==> config.mk <==
export PLATFORM = sky130hd
export DESIGN_NAME = tr_drive_multi
export DESIGN_NICKNAME = d
export VERILOG_FILES = /design/src/rtl/tr_drive_multi.sv
export SDC_FILE = /design/constraint.sdc
export NUM_CORES = 2
export LEC_CHECK = 0
export CAP_MARGIN = 20
export CORE_MARGIN = 4
export CORE_UTILIZATION = 55
export CTS_CLUSTER_DIAMETER = 50
export CTS_CLUSTER_SIZE = 10
export DETAILED_ROUTE_END_ITERATION = 12
export GPL_TIMING_DRIVEN = 0
export PLACE_DENSITY = 0.76
export RECOVER_POWER = 100
export SYNTH_ARGS = -nofsm -noshare
export SYNTH_HDL_FRONTEND = slang
export SYNTH_SLANG_ARGS = --single-unit
==> constraint.sdc <==
create_clock -name clk -period 11.38 [get_ports clk]
set_input_delay 2.276 -clock clk [delete_from_list [all_inputs] [get_ports clk]]
set_output_delay 2.276 -clock clk [all_outputs]
set_load 0.01 [all_outputs]
==> src/rtl/tr_drive_multi.sv <==
// Multi-channel tracking drive controller.
// Each channel maps a signed position error to a target step period. It then
// ramps its step period toward that target, limited to acc per step, and
// decelerates to n_max before it stops or reverses direction.

// Per-channel lane: two-stage error-to-period map plus step generator FSM.
module tr_drive_lane #(
  parameter int XW = 36,
  parameter int NW = 17,
  parameter int PW = 4
) (
  input  logic          clk,
  input  logic          rst,
  input  logic          dv_en_i,
  input  logic          en_i,
  input  logic [XW-1:0] x_i,
  input  logic [XW-1:0] x0_i,
  input  logic [XW-1:0] dx1_i,
  input  logic [XW-1:0] dx2_i,
  input  logic [NW-1:0] n_max_i,
  input  logic [NW-1:0] n_min_i,
  input  logic [NW-1:0] k_i,
  input  logic [NW-1:0] acc_i,
  output logic          step_o,
  output logic          dir_o,
  output logic          ena_o,
  output logic [NW-1:0] n_o
);

  localparam logic [XW-1:0] XMIN = {1'b1, {(XW-1){1'b0}}};
  localparam logic [XW-1:0] XMAX = {1'b0, {(XW-1){1'b1}}};

  typedef struct packed {
    logic [NW-1:0] tgt;
    logic          sgn;
    logic          dead;
  } req_t;

  typedef enum logic [1:0] {IDLE, RUN, DECEL} st_e;

  // ---------------- mapping pipeline ----------------
  logic [XW-1:0]    mag_d, s1_mag_q;
  logic             sgn_d, s1_sgn_q, dead_d, s1_dead_q, s1_vld_q;
  logic [XW-1:0]    dd;
  logic [NW+XW-1:0] prod;
  logic [NW-1:0]    span, tgt_d;
  req_t             req_q;

  // Stage 1 combinational: |x| with saturation of the most negative code.
  always_comb begin
    mag_d  = x_i[XW-1] ? (~x_i + XW'(1)) : x_i;
    if (x_i == XMIN) mag_d = XMAX;
    sgn_d  = ~x_i[XW-1] & (|x_i);
    dead_d = (mag_d <= x0_i);
  end

  // Stage 2 combinational: linear region with clamp, full-width product.
  always_comb begin
    dd    = '0;
    if (s1_mag_q > dx1_i) dd = ((s1_mag_q < dx2_i) ? s1_mag_q : dx2_i) - dx1_i;
    prod  = {{XW{1'b0}}, k_i} * {{NW{1'b0}}, dd};
    span  = n_max_i - n_min_i;
    tgt_d = (prod >= {{XW{1'b0}}, span}) ? n_min_i : (n_max_i - prod[NW-1:0]);
  end

  // Pipeline registers; reset leaves the request dead so nothing starts.
  always_ff @(posedge clk or negedge rst) begin
    if (!rst) begin
      s1_vld_q  <= 1'b0;
      s1_mag_q  <= '0;
      s1_sgn_q  <= 1'b0;
      s1_dead_q <= 1'b1;
      req_q     <= '{tgt: '0, sgn: 1'b0, dead: 1'b1};
    end else begin
      s1_vld_q <= dv_en_i;
      if (dv_en_i) begin
        s1_mag_q  <= mag_d;
        s1_sgn_q  <= sgn_d;
        s1_dead_q <= dead_d;
      end
      if (s1_vld_q) req_q <= '{tgt: tgt_d, sgn: s1_sgn_q, dead: s1_dead_q};
    end
  end

  // ---------------- step generator ----------------
  st_e           st_q, st_d;
  logic [NW-1:0] per_q, per_d, cnt_q, cnt_d, eff_tgt, nxt;
  logic          dir_q, dir_d, go_decel, bnd;
  logic [NW:0]   up, lo_lim;

  // Ramp one step toward the effective target at NW+1 bits, clamped to it.
  always_comb begin
    go_decel = req_q.dead | (req_q.sgn != dir_q) | ~en_i;
    bnd      = (cnt_q == per_q - NW'(1));
    eff_tgt  = ((st_q == DECEL) || go_decel) ? n_max_i : req_q.tgt;
    up       = {1'b0, per_q} + {1'b0, acc_i};
    lo_lim   = {1'b0, eff_tgt} + {1'b0, acc_i};
    nxt      = per_q;
    if (per_q < eff_tgt)
      nxt = (up >= {1'b0, eff_tgt}) ? eff_tgt : up[NW-1:0];
    else if (per_q > eff_tgt)
      nxt = ({1'b0, per_q} <= lo_lim) ? eff_tgt : (per_q - acc_i);
  end

  // Next-state logic: period only changes at a period boundary.
  always_comb begin
    st_d  = st_q;
    per_d = per_q;
    cnt_d = cnt_q;
    dir_d = dir_q;
    case (st_q)
      IDLE: if (en_i && !req_q.dead) begin
        st_d  = RUN;
        per_d = n_max_i;
        cnt_d = '0;
        dir_d = req_q.sgn;
      end
      RUN: begin
        if (go_decel) st_d = DECEL;
        if (bnd) begin
          cnt_d = '0;
          per_d = nxt;
        end else cnt_d = cnt_q + NW'(1);
      end
      DECEL: begin
        if (bnd) begin
          cnt_d = '0;
          per_d = nxt;
          if (nxt == n_max_i) st_d = IDLE;
        end else cnt_d = cnt_q + NW'(1);
      end
      default: st_d = IDLE;
    endcase
  end

  // Generator state registers.
  always_ff @(posedge clk or negedge rst) begin
    if (!rst) begin
      st_q  <= IDLE;
      per_q <= '0;
      cnt_q <= '0;
      dir_q <= 1'b0;
    end else begin
      st_q  <= st_d;
      per_q <= per_d;
      cnt_q <= cnt_d;
      dir_q <= dir_d;
    end
  end

  // Step is decoded from registers so an async reset drops it at once.
  assign step_o = (st_q != IDLE) && (cnt_q < NW'(PW));
  assign ena_o  = (st_q != IDLE);
  assign dir_o  = dir_q;
  assign n_o    = per_q;

endmodule

// Top: CH independent lanes sharing the config inputs.
module tr_drive_multi #(
  parameter int CH = 2,
  parameter int XW = 36,
  parameter int NW = 17,
  parameter int PW = 4
) (
  input  logic             clk,
  input  logic             rst,
  input  logic             data_valid,
  input  logic             tr_mode_enable,
  input  logic [CH*XW-1:0] x,
  input  logic [XW-1:0]    x0,
  input  logic [XW-1:0]    dx1,
  input  logic [XW-1:0]    dx2,
  input  logic [NW-1:0]    n_max,
  input  logic [NW-1:0]    n_min,
  input  logic [NW-1:0]    k,
  input  logic [NW-1:0]    acc,
  output logic [CH-1:0]    drv_step,
  output logic [CH-1:0]    drv_dir,
  output logic [CH-1:0]    drv_enable_SM,
  output logic [CH*NW-1:0] N
);

  logic dv_en;
  assign dv_en = data_valid & tr_mode_enable;

  for (genvar c = 0; c < CH; c++) begin : g_lane
    tr_drive_lane #(.XW(XW), .NW(NW), .PW(PW)) u_lane (
      .clk     (clk),
      .rst     (rst),
      .dv_en_i (dv_en),
      .en_i    (tr_mode_enable),
      .x_i     (x[c*XW +: XW]),
      .x0_i    (x0),
      .dx1_i   (dx1),
      .dx2_i   (dx2),
      .n_max_i (n_max),
      .n_min_i (n_min),
      .k_i     (k),
      .acc_i   (acc),
      .step_o  (drv_step[c]),
      .dir_o   (drv_dir[c]),
      .ena_o   (drv_enable_SM[c]),
      .n_o     (N[c*NW +: NW])
    );
  end

endmodule

==> flow_summary.toml <==
[outcome]
status = "complete, but fails checks"
violations = "max-capacitance violations, max-slew violations, negative setup slack"

[grt]
antenna_found_initial = 36
grt_pass1_vias = 72200
grt_max_degree = 118
track_usage_pct = 43.9
grt_overflow_total = 0
grt_pass1_wl_um = 460000

[power]
p_total_mw = 26.1
cellLeakagePower_nw = 41.3
power_density_nw_per_um2 = 303
ir_drop_mv = 0.415

[drt]
drc_errors = 0
ant_nets = 0
drt-initial-drc-count = 8957
dr.pass1.iters = 7
wl_per_cell_um = 27.9
num_vias = 73400
routed_wl_um = 317000
vias_per_cell = 6.46

[cts]
numCtsBuffers = 17
clk_latency_ns = 0.50
cts-root-buf = "clkbuf_16"
cts_sinks = 189
path_clk_slew_ns = 0.09
clockBufferDepth = 2
ctsHoldBuffers = 0
cts_max_level = 4
tritoncts = "done"

[finish]
final_area_um2 = 85900
nets = 11700
drive_above_1_share_pct = 12.2
fillers = 11200
syn_to_final_growth_pct = 17.4
final_cell_count_no_fill = 11400

[worst_setup_path]
cp.arrival_ns = 14.67
cp-start-kind = "input pin"
path_class = "input pin to register"
cp_num_buf_inv = 11
cp.depth = 52
r2r-start = "g_lane[1].u_lane.s1_mag_q[20]"
rr_worst_depth = 50
required_ns = 11.80
crit_fanout = 10
cp_top_family = "compound AO/OA/AOI/OAI gates"
cp_slowest_stage_delay_ns = 0.58
endpoint_kind = "register"
crit_path_start = "dx2[32]"
cpMaxStageDelayCell = "fa_1"
cp_common_cell = "nand4_1"

[timing]
fin_skew_ns = 0.0260
hold_viol_final = 0
worst_slack_ns = -2.87
period_needed_ns = 14.25
fin_crit_sh_pct = 125
fmax_ghz = 0.0702
tightestPinTransition_ns = 4.37
setup_viol = 39
rsz0062_at_grt = "yes"
relSlewSlack_pct = -191
maxSlewViolCount = 192

[place]
gp_congestion = 1.08
portBuffers = 285
place_area_um2 = 79200
dpl.cell_count = 11100
place_ws_ns = -7.50
dp_hpwl_um = 257000

[yosys]
syn_nets = 11100
synth_edf_count = 0
ys_seq_area_share_pct = 6.47
syn_area_per_cell_um2 = 8.13
synth.distinct_cells = 106
synth_area_um2 = 73200
synth_top_area_share_pct = 28.1
ys_ff_latch = 189
synthFlopType = "dfrtp_1"
synth_most_common_cell = "inv_1"
ys_warn_count = 0
ys_top_cells_by_area = "fa_1 28%, ha_1 14%, inv_1 7.1%"
yosys-top-cells-count = "1382 x inv_1, 1095 x nand2_1, 1029 x fa_1, 838 x ha_1, 411 x a21oi_1"
async_flop_share_pct = 100
synth_cells = 9007
yosys.area.top_type = "fa_1"

[worst_hold_path]
holdPathStages = 2
worst_hold_path_type = "register to register"
hp-start = "g_lane[0].u_lane.s1_mag_q[0]"

[floorplanning]
core_um2 = 132000
row_count = 133
start_util_pct = 55.6
die_width_um = 373
die_h_um = 373
design.die.area_um2 = 139000
io_pins = 292

[run]
maxCapViolCount = 2
-- flip-flops by register name, summed over array words and instances (netlist names) --
register and count:
g_lane.u_lane.req_q 38, g_lane.u_lane.cnt_q 34, g_lane.u_lane.dir_o 2, g_lane.u_lane.st_q 4, g_lane.u_lane.n_o 34, g_lane.u_lane.s1_sgn_q 2
g_lane.u_lane.s1_mag_q 72, g_lane.u_lane.s1_vld_q 1, g_lane.u_lane.s1_dead_q 2
-- metal layers --
| metal | share of wire, % | vias to the layer above | global-route usage, % | wire length, um |
|---|---|---|---|---|
| li1 | - | 31300 | - | - |
| met1 | 38 | 36000 | 56.4 | 119000 |
| met2 | 41 | 5006 | 63.6 | 131000 |
| met3 | 13 | 1122 | 14.8 | 41300 |
| met4 | 8.1 | 12 | 27.1 | 25800 |
| met5 | 0.051 | - | 0 | 163 |
-- final timing paths --
path,end,slack (ns)
setup / recovery,g_lane[1].u_lane.req_q[16],-2.87
hold / removal,g_lane[0].u_lane.s1_mag_q[0],0.50
setup reg to reg,g_lane[1].u_lane.req_q[16],-1.66
hold reg to reg,g_lane[0].u_lane.s1_mag_q[0],0.50
max in group asynchronous,g_lane[1].u_lane.s1_mag_q[22],3.36
min in group asynchronous,g_lane[1].u_lane.cnt_q[0],3.35
-- cell type report --
cell class / instances / area [um2] / area share (%)
inverter: 1385 / 5240 / 6.10
multi-input combinational: 6991 / 65400 / 76.1
timing repair buffer: 572 / 5400 / 6.29
clock inverter: 15 / 215 / 0.250
sequential: 189 / 4730 / 5.51
antenna: 38 / 95.1 / 0.111
buffer: 410 / 2210 / 2.57
clock buffer: 17 / 425 / 0.495
tap: 1755 / 2200 / 2.56
-- through the flow --
stage               TNS (ns)  hold slack, ns  util (%)
floorplan             -55.23           0.443         -
global placement     -244.38           0.471      59.9
detailed placement   -214.04           0.479      60.1
CTS                   -82.50           0.499      63.4
global route         -107.11           0.519      65.1
finish                -92.08           0.499      65.2
-- placed cells by master (no fill, tap or decap), types with 205 or more instances in the layout --
cell / Yosys / layout
a21o_1: 210 / 210
nand2_1: 1095 / 1074
ha_1: 838 / 750
inv_1: 1382 / 1337
fa_1: 1029 / 1001
clkbuf_1: 404 / 303
o21ai_0: 318 / 260
clkdlybuf4s50_1: 0 / 205
nor2_1: 401 / 383
and3_1: 380 / 378
buf_4: 10 / 247
a21oi_1: 411 / 347
-- worst reg2reg max path, delay by kind of cell (launching register included) --
family,cells,cell delay (ns)
buf+inv,9,1.63
mux,1,0.40
flops,1,0.59
compound gates,17,4.10
fa+ha+maj,9,3.54
simple gates,14,2.72
-- cell families (layout without fill, tap and decap cells) --
kind of cell | after synthesis | in the layout | synth area share, %
flops | 189 | 189 | 6.47
simple gates | 2944 | 2944 | 20.0
other cells | 0 | 38 | 0
mux | 182 | 182 | 2.70
buf+inv | 1827 | 2399 | 9.48
xor+xnor | 341 | 341 | 4.08
compound gates | 1657 | 1657 | 14.8
fa+ha+maj | 1867 | 1867 | 42.5
-- what timing repair did --
action                     in CTS  in global routing
buffers inserted              150                111
pin swaps                     235                226
hold endpoints to repair        0                  0
gates resized for setup       709                369
setup endpoints to repair      36                 38
gates cloned                    3                  1
-- power by group --
part / total (mW) / internal, mW / switching [mW]
Sequential: 1.40 / 0.827 / 0.570
Combinational: 24.0 / 9.46 / 14.5
Clock: 0.681 / 0.341 / 0.341
(Power assumes the default switching activity.)
